--- config.mk ---
export PLATFORM = sky130hd
export DESIGN_NAME = fifo_rd_stream_adapter
export DESIGN_NICKNAME = d
export VERILOG_FILES = /design/src/rtl/fifo_rd_stream_adapter.sv
export SDC_FILE = /design/constraint.sdc
export NUM_CORES = 1
export LEC_CHECK = 0
export BUFFER_PORTS_ARGS = -buffer_cell sky130_fd_sc_hd__buf_2
export CORE_MARGIN = 1.5
export CORE_UTILIZATION = 50
export CTS_CLUSTER_SIZE = 12
export DETAILED_ROUTE_END_ITERATION = 10
export PLACE_DENSITY = 0.75
export SETUP_SLACK_MARGIN = 0.4
export SLEW_MARGIN = 10
export SYNTH_ARGS = -nofsm -noshare
export SYNTH_HDL_FRONTEND = slang
export SYNTH_SLANG_ARGS = --single-unit
--- constraint.sdc ---
create_clock -name rclk -period 3.37 [get_ports rclk]
set_input_delay 0.5055 -clock rclk [delete_from_list [all_inputs] [get_ports rclk]]
set_output_delay 0.5055 -clock rclk [all_outputs]
set_load 0.01 [all_outputs]
--- src/rtl/fifo_rd_stream_adapter.sv ---
// fifo_rd_stream_adapter
//
// Read-side consumer for async_fifo_wrapper, in the read clock domain. It issues FIFO reads
// whenever the 2-entry skid buffer has a free slot for the data, captures rdata one cycle
// after each accepted read, and presents the words on a valid/ready stream. It sustains one
// word per cycle under arbitrary backpressure without loss, duplication or reordering.
//
// Optional build macro: FIFO_RD_CNT_EN adds rd_count_o, a wrapping count of delivered words.
//
// Ports:
//   rclk        read-domain clock, rising edge
//   rst_n       synchronous active-low reset
//   enable_i    permits new FIFO reads
//   rempty_i    FIFO empty flag
//   rdata_i     FIFO read data, valid one cycle after an accepted read
//   read_en_o   FIFO read request
//   m_data_o    stream data (oldest buffered word)
//   rd_count_o  delivered-word count (FIFO_RD_CNT_EN builds only)
//   m_valid_o   stream data valid
//   m_ready_i   downstream accepts m_data_o

module fifo_rd_stream_adapter #(
  parameter int unsigned DATA_LEN = 32,
  parameter int unsigned CNT_LEN  = 16
) (
  input  logic                rclk,
  input  logic                rst_n,
  input  logic                enable_i,
  input  logic                rempty_i,
  input  logic [DATA_LEN-1:0] rdata_i,
  output logic                read_en_o,
  output logic [DATA_LEN-1:0] m_data_o,
`ifdef FIFO_RD_CNT_EN
  output logic [CNT_LEN-1:0]  rd_count_o,
`endif
  output logic                m_valid_o,
  input  logic                m_ready_i
);

  if (DATA_LEN == 0 || CNT_LEN == 0) begin : g_bad_param
    $error("fifo_rd_stream_adapter: DATA_LEN and CNT_LEN must be non-zero");
  end

  logic [1:0]          occ_q, occ_d;
  logic                inflight_q;
  logic [DATA_LEN-1:0] head_q, head_d;
  logic [DATA_LEN-1:0] tail_q, tail_d;

  logic       push;
  logic       pop;
  logic [2:0] level;

  assign m_valid_o = (occ_q != 2'd0);
  assign m_data_o  = head_q;
  assign pop       = m_valid_o && m_ready_i;
  assign push      = inflight_q;

  // Slots committed after this edge: buffered + in flight - leaving now. Pop never exceeds
  // occ, so no underflow. Depending on pop combinationally lets a full buffer keep reading
  // while it drains, which is what gives one word per cycle.
  assign level = {1'b0, occ_q} + {2'b00, inflight_q} - {2'b00, pop};

  always_comb begin
    read_en_o = rst_n && enable_i && !rempty_i && (level < 3'd2);
  end

  always_comb begin
    occ_d  = occ_q;
    head_d = head_q;
    tail_d = tail_q;
    case (occ_q)
      2'd0: begin
        if (push) begin
          head_d = rdata_i;
          occ_d  = 2'd1;
        end
      end
      2'd1: begin
        if (push && !pop) begin
          tail_d = rdata_i;
          occ_d  = 2'd2;
        end else if (push && pop) begin
          head_d = rdata_i;
        end else if (pop) begin
          occ_d = 2'd0;
        end
      end
      2'd2: begin
        // The credit rule keeps inflight low here, so only a pop can happen.
        if (pop) begin
          head_d = tail_q;
          occ_d  = 2'd1;
        end
      end
      default: occ_d = 2'd0;
    endcase
  end

  always_ff @(posedge rclk) begin
    if (!rst_n) begin
      occ_q      <= 2'd0;
      inflight_q <= 1'b0;
      head_q     <= '0;
      tail_q     <= '0;
    end else begin
      occ_q      <= occ_d;
      inflight_q <= read_en_o;
      head_q     <= head_d;
      tail_q     <= tail_d;
    end
  end

`ifdef FIFO_RD_CNT_EN
  logic [CNT_LEN-1:0] cnt_q;

  always_ff @(posedge rclk) begin
    if (!rst_n) begin
      cnt_q <= '0;
    end else if (pop) begin
      cnt_q <= cnt_q + CNT_LEN'(1);
    end
  end

  assign rd_count_o = cnt_q;
`else
  // No delivered-word counter in this build.
`endif

  a_no_push_when_full: assert property (@(posedge rclk) disable iff (!rst_n)
    !(occ_q == 2'd2 && push && !pop))
    else $error("push into full skid buffer");

  a_credit: assert property (@(posedge rclk) disable iff (!rst_n)
    ({1'b0, occ_q} + {2'b00, inflight_q}) <= 3'd2)
    else $error("skid buffer credit overrun");

endmodule
==> results.py, run 1 <==
metrics = {
    "critical_path": {
        "timing.rr.end": "m_data_o[22]$_SDFFE_PN0P_",
        "r2r_start": "occ_q[1]$_SDFFE_PN0P_",
        "path_delay_family": "adder cells",
        "slowest_stage": "fa_1",
        "slowest_delay_ns": 0.49,
        "worstSetupPathType": "reg -> out",
        "cp_num_buf_inv": 1,
        "cp_cell_sequence": "or2_2 -> nand2_1 -> ha_1 -> nand2_1 -> fa_1 -> nand2_1 -> nor4_1 -> buf_2",
        "rr_worst_depth": 7,
        "path_common_cell": "nand2_1",
        "cp_max_fo": 9,
        "start_kind": "flip-flop",
        "end_kind": "output port",
        "critPathRequiredTime_ns": 2.86,
        "cp_num_cells": 8,
        "rrSetupSlack_ns": 1.03,
        "crit_arrival_ns": 2.31,
    },
    "cts": {
        "cts_setup_buffers": 0,
        "cts_buffers": 9,
        "cts_sinks": 67,
        "clk_latency_ns": 0.33,
        "clockBufferDepth": 2,
        "cts_root_buf": "clkbuf_8",
        "htreeDepth": 3,
        "path_clk_slew_ns": 0.07,
        "ctsResizeCount": 1,
        "postCtsHoldBufs": 0,
        "cts_tree": "yes",
    },
    "grt": {
        "grt_pass1_vias": 2415,
        "grt_pass1_wl_um": 11400,
        "antenna_found_initial": 0,
        "grt_usage_pct": 22.8,
        "grt_max_degree": 37,
        "grt-ovfl-total": 0,
    },
    "finish": {
        "design_area_um2": 3590,
        "regArea_um2": 1340,
        "syn_to_final_growth_pct": 16.7,
        "drive_above_1_share_pct": 33.8,
        "n_antenna_cell": 0,
        "fill_cells": 528,
        "final_nets": 413,
        "multi_input_area_um2": 1550,
        "postLayoutCoreUtil_pct": 60.7,
    },
    "placed_design": {
        "dpl_cell_area_um2": 3390,
        "finalWeightedCongestion": 0.726,
        "io_buffers": 70,
        "hpwl_um": 4410,
        "pre_cts_slack_ns": 0.793,
    },
    "pwr": {
        "ir_drop_uv": 309,
        "powerDensity_nw_per_um2": 492,
        "p_leak_nw": 1.58,
    },
    "sta": {
        "hold_viol": 0,
        "final.setup.tns_ns": 0,
        "slew_headroom_pct": 47.5,
        "setup_viol": 0,
        "holdWs_ns": 0.350,
        "period_needed_ns": 2.82,
        "worst_clock_skew_ns": 0.00624,
        "rsz0062_at_grt": "false",
        "period_share_pct": 83.7,
        "tightestPinTransition_ns": 0.787,
        "timing.fmax_mhz": 355,
        "finalMaxSlewViolations": 0,
        "setup_ws_ns": 0.551,
    },
    "synth": {
        "avgSynthCellArea_um2": 9.68,
        "yosys.area.top_type": "dfxtp_1",
        "yosys-top-cells-area": "dfxtp_1 (44%), a211oi_2 (12%), mux2i_1 (10%)",
        "synth_top_cell_area_share_pct": 43.6,
        "syn_area_um2": 3080,
        "ys_ff_latch": 67,
        "synthTopCellsByCount": "dfxtp_1 (67), nand2_1 (67), a211oi_1 (34), a21oi_1 (32), mux2i_1 (32)",
        "yosys_warnings": 0,
        "synth_cell_types": 30,
        "async_reset_ff_share_pct": 0,
        "synth_nets": 358,
        "synth_edf_count": 0,
        "ys_seq_area_share_pct": 43.6,
        "syn_inst": 318,
        "synth_ff_type": "dfxtp_1",
    },
    "min_path": {
        "hp-class": "in -> reg",
        "hp-start": "rempty_i",
        "min_to": "inflight_q$_SDFF_PN0_",
        "holdPathStages": 2,
    },
    "detailed_routing": {
        "drt-pass1-iter-count": 4,
        "avgRoutedWirePerCell_um": 15.6,
        "postRouteAntennaNets": 0,
        "vias": 2505,
        "first_iter_violations": 135,
        "drc_errors": 0,
        "wirelength_um": 7040,
        "via_per_inst": 5.55,
    },
    "job": {
        "maxCapViolations": 0,
    },
    "floorplan": {
        "start_util_pct": 52.0,
        "die_width_um": 81.5,
        "io_pins": 71,
        "die_height_um": 81.5,
        "die-area_um2": 6640,
        "rows": 28,
        "design.core.area_um2": 5920,
    },
    "run_status": {
        "status": "finished clean",
    },
}
stage by stage:
stage                     std cells  total power, W
after floorplan                 318         0.00103
after global placement          437         0.00110
after detailed placement        437         0.00111
after CTS                       451         0.00178
after global routing            451         0.00184
final                           451         0.00177
worst register-to-register path, cell delays in order (launching register included):
cell and delay (ns):
dfxtp_2 0.43, or2_2 0.15, nand2_1 0.09, ha_1 0.23
and4bb_1 0.60, buf_4 0.38, a211oi_1 0.11, a211oi_1 0.26
placed cells by master, fill, tap and decap left out, drive strengths merged:
master	instances
a211oi	64
fa	1
inv	3
nor4	3
xor2	1
mux2i	32
clkbuf	12
ha	2
and3b	1
nand2b	1
and4bb	1
buf	76
clkinv	2
a22oi	1
nand3b	1
a31o	1
o2bb2a	1
bufinv	1
nor2	2
mux2	1
a21o	1
a21oi	32
or2	1
nand2	67
o21ai	1
dfxtp	67
how the worst max path moves through the flow:
stage | startpoint | end | slack [ns]
finish | occ_q[1]$_SDFFE_PN0P_ | read_en_o | 0.55
global route | occ_q[1]$_SDFFE_PN0P_ | read_en_o | 0.40
CTS | occ_q[1]$_SDFFE_PN0P_ | read_en_o | 0.52
detailed placement | occ_q[1]$_SDFFE_PN0P_ | read_en_o | 0.79
global placement | occ_q[1]$_SDFFE_PN0P_ | read_en_o | 0.86
floorplan | occ_q[1]$_SDFFE_PN0P_ | read_en_o | 0.88
final cells by class:
class / instances / area share, %
multi-input cells: 215 / 43.1
flip-flops and latches: 67 / 37.3
repair buffers: 76 / 11.0
clock buffers: 12 / 4.59
well taps: 75 / 2.61
clock inverters: 2 / 0.975
inverters: 4 / 0.418
cell families after synthesis:
kind of cell | count (synthesis) | share of synthesized area [%]
AOI/OAI and AO/OA | 101 | 27.2
and+or+nand+nor | 77 | 10.4
DFF | 67 | 43.6
buffers and inverters | 36 | 6.26
muxes | 33 | 10.9
adders and majority gates | 3 | 1.46
xor gates and xnor gates | 1 | 0.284
state kept, by name, summed over array words and instances, names as in the netlist:
signal      count
occ_q           2
m_data_o       32
tail_q         32
inflight_q      1
power breakdown:
part           switching (W)  total [W]  internal, W
Combinational       0.000142   0.000243     0.000101
Sequential         0.0000206   0.000849     0.000828
Clock               0.000284   0.000678     0.000393
layer usage:
layer	share of wire, %	up-vias	routed length [um]	track usage, %
met4	1.2	0	86	10.0
met2	46	77	3260	35.8
met5	0	-	0	0
met1	46	1171	3270	29.7
li1	-	1250	-	-
met3	6.0	7	424	5.44
Note: power is estimated with default switching activity, not from simulation.
==> inputs of run 2 (changes only) <==
ABC_AREA = 1   (was not set)
CORE_UTILIZATION = 49   (was 50)
PLACE_DENSITY = 0.76   (was 0.75)
clock period = 2.35 ns   (was 3.37 ns; I/O delays follow)
==> results.py, run 2 <==
metrics = {
    "finish": {
        "n_antenna_cell": 0,
        "syn_to_final_growth_pct": 19.2,
        "postLayoutCoreUtil_pct": 60.5,
        "final_common_cell": "nand2_1",
        "drive_above_1_share_pct": 21.0,
        "final_nets": 591,
        "most-common-layout-cells": "nand2_1 (163), buf_2 (70), nand3_1 (67)",
    },
    "detailed_routing": {
        "via_per_inst": 5.06,
        "avgRoutedWirePerCell_um": 12.4,
        "wirelength_um": 7860,
        "vias": 3206,
        "postRouteAntennaNets": 0,
        "drc_errors": 0,
        "first_iter_violations": 234,
        "drt-pass1-iter-count": 4,
    },
    "sta": {
        "timing.fmax_mhz": 394,
        "worst_clock_skew_ns": 0.00558,
        "period_needed_ns": 2.54,
        "tightestPinTransition_ns": 0.485,
        "setup_viol": 1,
        "setup_ws_ns": -0.188,
        "slew_headroom_pct": 67.5,
        "finalMaxSlewViolations": 0,
        "period_share_pct": 108,
        "rsz0062_at_grt": "true",
        "holdWs_ns": 0.214,
        "hold_viol": 0,
    },
    "synth": {
        "synth_ff_type": "dfxtp_1",
        "syn_area_um2": 3240,
        "avgSynthCellArea_um2": 6.61,
        "syn_inst": 490,
        "ys_ff_latch": 67,
        "ys_seq_area_share_pct": 41.4,
        "yosys.area.top_type": "dfxtp_1",
        "synth_edf_count": 0,
        "synth_top_cell_area_share_pct": 41.4,
        "synthTopCellsByCount": "nand2_1 (168), dfxtp_1 (67), nand3_1 (67), a21oi_1 (66), inv_1 (36)",
        "async_reset_ff_share_pct": 0,
        "synth_nets": 530,
        "yosys-top-cells-area": "dfxtp_1 (41%), nand2_1 (19%), nand3_1 (10%)",
        "post-synth-top-count-cell": "nand2_1",
        "yosys_warnings": 0,
        "synth_cell_types": 23,
    },
    "grt": {
        "grt_pass1_wl_um": 13000,
        "grt_usage_pct": 22.3,
        "antenna_found_initial": 0,
        "grt_max_degree": 65,
        "grt-ovfl-total": 0,
        "grt_pass1_vias": 2942,
    },
    "job": {
        "maxCapViolations": 0,
    },
    "pwr": {
        "ir_drop_uv": 405,
        "p_leak_nw": 1.90,
        "powerDensity_nw_per_um2": 640,
    },
    "floorplan": {
        "die_height_um": 84.3,
        "design.core.area_um2": 6390,
        "die_width_um": 84.3,
        "io_pins": 71,
        "rows": 29,
        "start_util_pct": 50.7,
        "die-area_um2": 7110,
    },
    "cts": {
        "cts_buffers": 9,
        "cts_sinks": 67,
        "path_clk_slew_ns": 0.07,
        "cts_tree": "yes",
        "clockBufferDepth": 2,
        "htreeDepth": 3,
        "cts_root_buf": "clkbuf_8",
        "clk_latency_ns": 0.34,
        "postCtsHoldBufs": 0,
    },
    "placed_design": {
        "io_buffers": 70,
        "finalWeightedCongestion": 0.763,
        "hpwl_um": 4730,
        "pre_cts_slack_ns": 0.0665,
    },
    "run_status": {
        "status": "finished with violations",
        "violations": "setup timing",
    },
    "min_path": {
        "hp-class": "in -> reg",
    },
    "critical_path": {
        "critPathRequiredTime_ns": 2.00,
        "cp_max_fo": 2,
        "start_kind": "flip-flop",
        "end_kind": "output port",
        "worstSetupPathType": "reg -> out",
        "crit_arrival_ns": 2.19,
    },
}
[run 2: cell types whose count changed after synthesis, moves of 6 or more]
| cell | previous run | this run |
|---|---|---|
| nand2_1 | 67 | 168 |
| nand3_1 | 0 | 67 |
| a211oi_1 | 34 | 0 |
| a21oi_1 | 32 | 66 |
| inv_1 | 3 | 36 |
| nor2_1 | 2 | 35 |
| mux2i_1 | 32 | 0 |
| a211oi_2 | 30 | 0 |
| buf_2 | 10 | 16 |
| buf_4 | 2 | 8 |
| clkbuf_1 | 13 | 7 |
[run 2: stage by stage]
step	std cells	power (W)	setup TNS [ns]	instance area [um^2]
after floorplan	490	0.00150	0	3260
after global placement	611	0.00162	0	3600
after detailed placement	611	0.00163	0	3600
after CTS	631	0.00248	-0.251	3830
after global routing	633	0.00259	-0.269	3860
final	633	0.00247	-0.188	3860
[run 2: cell type report]
type / count / area, um^2
clock inverters: 2 / 10.0
clock buffers: 14 / 163
well taps: 77 / 96.3
flip-flops and latches: 67 / 1350
repair buffers: 86 / 494
fillers: 591 / 2520
multi-input cells: 348 / 1610
inverters: 39 / 148
[run 2: cell families (layout without fill, tap and decap cells)]
logic type | Yosys count | count (layout) | synth area share, %
AND/OR/NAND/NOR | 277 | 277 | 35.9
buffers and inverters | 75 | 141 | 10.6
AO/OA/AOI/OAI | 67 | 67 | 10.4
flip-flops | 67 | 67 | 41.4
adder cells (fa/ha/maj) | 3 | 3 | 1.39
XOR/XNOR | 1 | 1 | 0.270
[run 2: power by group]
part           internal [W]  switching, W
clock              0.000439      0.000415
sequential          0.00119     0.0000274
combinational      0.000158      0.000239
total               0.00179      0.000681
[run 2: final timing paths]
check	startpoint	end	slack [ns]	depth (start not counted)
worst min-delay path	rempty_i	inflight_q$_SDFF_PN0_	0.21	2
worst max-delay path	occ_q[0]$_SDFFE_PN0P_	read_en_o	-0.19	9
worst max register to register	occ_q[0]$_SDFFE_PN0P_	m_data_o[26]$_SDFFE_PN0P_	0.55	12
worst min register to register	tail_q[26]$_SDFFE_PN0P_	tail_q[26]$_SDFFE_PN0P_	0.46	2
[run 2: layer usage]
metal  vias to the layer above  global-route usage, %  share of wire, %
met1                      1427                   28.6                46
met5                         -                      0                 0
met4                         0                   10.4               2.3
met2                        95                   36.1                46
met3                        16                   4.42               5.7
li1                       1668                      -                 -
[run 2: repair_timing]
action	4_1_cts	5_1_grt
setup buffers	4	2
gates resized for setup	5	6
setup endpoints to repair	1	25
pin swaps	6	4
[run 2: critical path: stages (launching register included)]
cell     delay (ns)
dfxtp_2        0.34
inv_2          0.05
nand2_4        0.07
nand2_4        0.06
ha_4           0.25
nand2_2        0.05
fa_1           0.50
nand2_2        0.09
nor4b_4        0.28
buf_2          0.16
==> inputs of run 3 (changes only) <==
CORE_MARGIN = 4   (was 1.5)
==> results.py, run 3 (synthesis gave the netlist of run 2 again) <==
metrics = {
    "detailed_routing": {
        "drt-pass1-iter-count": 5,
        "wirelength_um": 8320,
        "first_iter_violations": 230,
        "vias": 3310,
        "postRouteAntennaNets": 0,
        "via_per_inst": 5.13,
        "avgRoutedWirePerCell_um": 12.9,
        "drc_errors": 0,
    },
    "pwr": {
        "p_int_w": 0.00178,
        "p_clk_share_pct": 32.8,
        "powerDensity_nw_per_um2": 613,
        "ir_drop_uv": 540,
        "power_frac_comb_pct": 17.6,
        "p_leak_nw": 1.97,
        "switching_share_pct": 27.7,
        "pwr-share-seq_pct": 49.6,
        "power_switching_w": 0.000685,
    },
    "finish": {
        "final_common_cell": "nand2_1",
        "final_nets": 604,
        "syn_to_final_growth_pct": 24.2,
        "most-common-layout-cells": "nand2_1 (163), buf_2 (69), nand3_1 (67)",
        "n_antenna_cell": 0,
        "fill_cells": 587,
        "postLayoutCoreUtil_pct": 63.0,
        "drive_above_1_share_pct": 23.8,
    },
    "sta": {
        "period_share_pct": 105,
        "timing.fmax_mhz": 407,
        "worst_clock_skew_ns": 0.00754,
        "tightestPinTransition_ns": 0.466,
        "period_needed_ns": 2.46,
        "setup_viol": 34,
        "finalMaxSlewViolations": 0,
        "hold_viol": 0,
        "slew_headroom_pct": 68.7,
        "setup_ws_ns": -0.110,
        "rsz0062_at_grt": "true",
    },
    "grt": {
        "grt-ovfl-total": 0,
        "grt_pass1_vias": 3176,
        "grt_usage_pct": 21.9,
        "grt_max_degree": 41,
        "grt_pass1_wl_um": 14000,
        "antenna_found_initial": 0,
    },
    "critical_path": {
        "rrSetupSlack_ns": -0.09,
        "start_kind": "flip-flop",
        "cp_cell_sequence": "inv_2 -> nand2_4 -> nand2_4 -> ha_4 -> nand2_2 -> fa_1 -> nand2_2 -> nor4b_4 -> buf_2",
        "end_kind": "output port",
        "timing.rr.end": "m_data_o[19]$_SDFFE_PN0P_",
        "r2r_start": "occ_q[0]$_SDFFE_PN0P_",
        "slowest_stage": "fa_1",
        "cp_max_fo": 2,
        "slowest_delay_ns": 0.49,
        "crit_arrival_ns": 2.11,
        "critPathRequiredTime_ns": 2.00,
        "worstSetupPathType": "reg -> out",
        "rr_worst_depth": 19,
    },
    "placed_design": {
        "pre_cts_slack_ns": 0.125,
        "io_buffers": 70,
        "hpwl_um": 5040,
        "finalWeightedCongestion": 0.797,
    },
    "cts": {
        "cts_tree": "yes",
        "cts_root_buf": "clkbuf_8",
        "cts_sinks": 67,
        "cts_buffers": 9,
        "path_clk_slew_ns": 0.06,
        "clk_latency_ns": 0.34,
        "clockBufferDepth": 2,
        "htreeDepth": 3,
    },
    "floorplan": {
        "io_pins": 71,
        "design.core.area_um2": 6390,
        "die_width_um": 89.3,
        "die_height_um": 89.3,
        "rows": 29,
        "die-area_um2": 7980,
        "start_util_pct": 50.7,
    },
    "job": {
        "maxCapViolations": 0,
    },
    "run_status": {
        "status": "finished with violations",
        "violations": "setup timing",
    },
    "min_path": {
        "hp-start": "rempty_i",
        "hp-class": "in -> reg",
        "min_to": "inflight_q$_SDFF_PN0_",
        "holdPathStages": 2,
    },
}
## run 3: timing repair
action	CTS	global route
buffers inserted	15	1
hold buffers	0	0
gates resized for setup	6	24
hold endpoints to repair	0	0
endpoints found under the setup margin	1	46
cloned	0	1
pin swaps	8	3
## run 3: cell type report
class | count | area [um^2] | area share [%]
multi-input combinational | 348 | 1630 | 40.6
sequential | 67 | 1350 | 33.4
timing repair buffer | 99 | 642 | 15.9
clock buffer | 13 | 149 | 3.70
inverter | 39 | 149 | 3.70
tap | 77 | 96.3 | 2.39
clock inverter | 2 | 12.5 | 0.311
## run 3: how the worst max path moves through the flow
stage	start	end	slack, ns	cells after the start
floorplan	occ_q[1]$_SDFFE_PN0P_	read_en_o	0.23	8
CTS	occ_q[1]$_SDFFE_PN0P_	read_en_o	-0.19	9
global placement	m_ready_i	read_en_o	0.15	8
finish	occ_q[1]$_SDFFE_PN0P_	read_en_o	-0.11	9
detailed placement	occ_q[0]$_SDFFE_PN0P_	read_en_o	0.12	9
global route	occ_q[0]$_SDFFE_PN0P_	m_data_o[19]$_SDFFE_PN0P_	-0.23	19
## run 3: per-layer routing
metal  GRT usage, %  up-vias  share of wire [%]
li1               -     1689                  -
met1           27.5     1476                 45
met2           35.5      129                 45
met3           6.18       16                8.0
met4           8.25        0                2.1
met5              0        -                  0
## run 3: per-stage QoR
step,area (um^2),cells,power (W),hold slack [ns],setup TNS (ns)
6_report,4030,645,0.00247,0.225,-2.42
5_1_grt,4030,645,0.00261,0.222,-6.17
4_1_cts,3910,643,0.00247,0.217,-0.260
3_5_place_dp,3610,613,0.00163,0.455,0
3_3_place_gp,3610,613,0.00162,0.452,0
2_1_floorplan,3260,490,0.00150,0.429,0
## run 3: critical path: cells and delay by family, from the launching register on
kind          cells  cell delay [ns]
fa+ha+maj         2             0.74
simple gates      5             0.49
flops             1             0.33
buf+inv           2             0.20
## run 3: power groups by stage
stage	sequential (W)	clock, W	combinational, W
after floorplan	0.00127	0	0.000228
after global placement	0.00125	0	0.000379
after detailed placement	0.00125	0	0.000384
after CTS	0.00122	0.000836	0.000406
after global routing	0.00123	0.000881	0.000496
final	0.00122	0.000811	0.000435
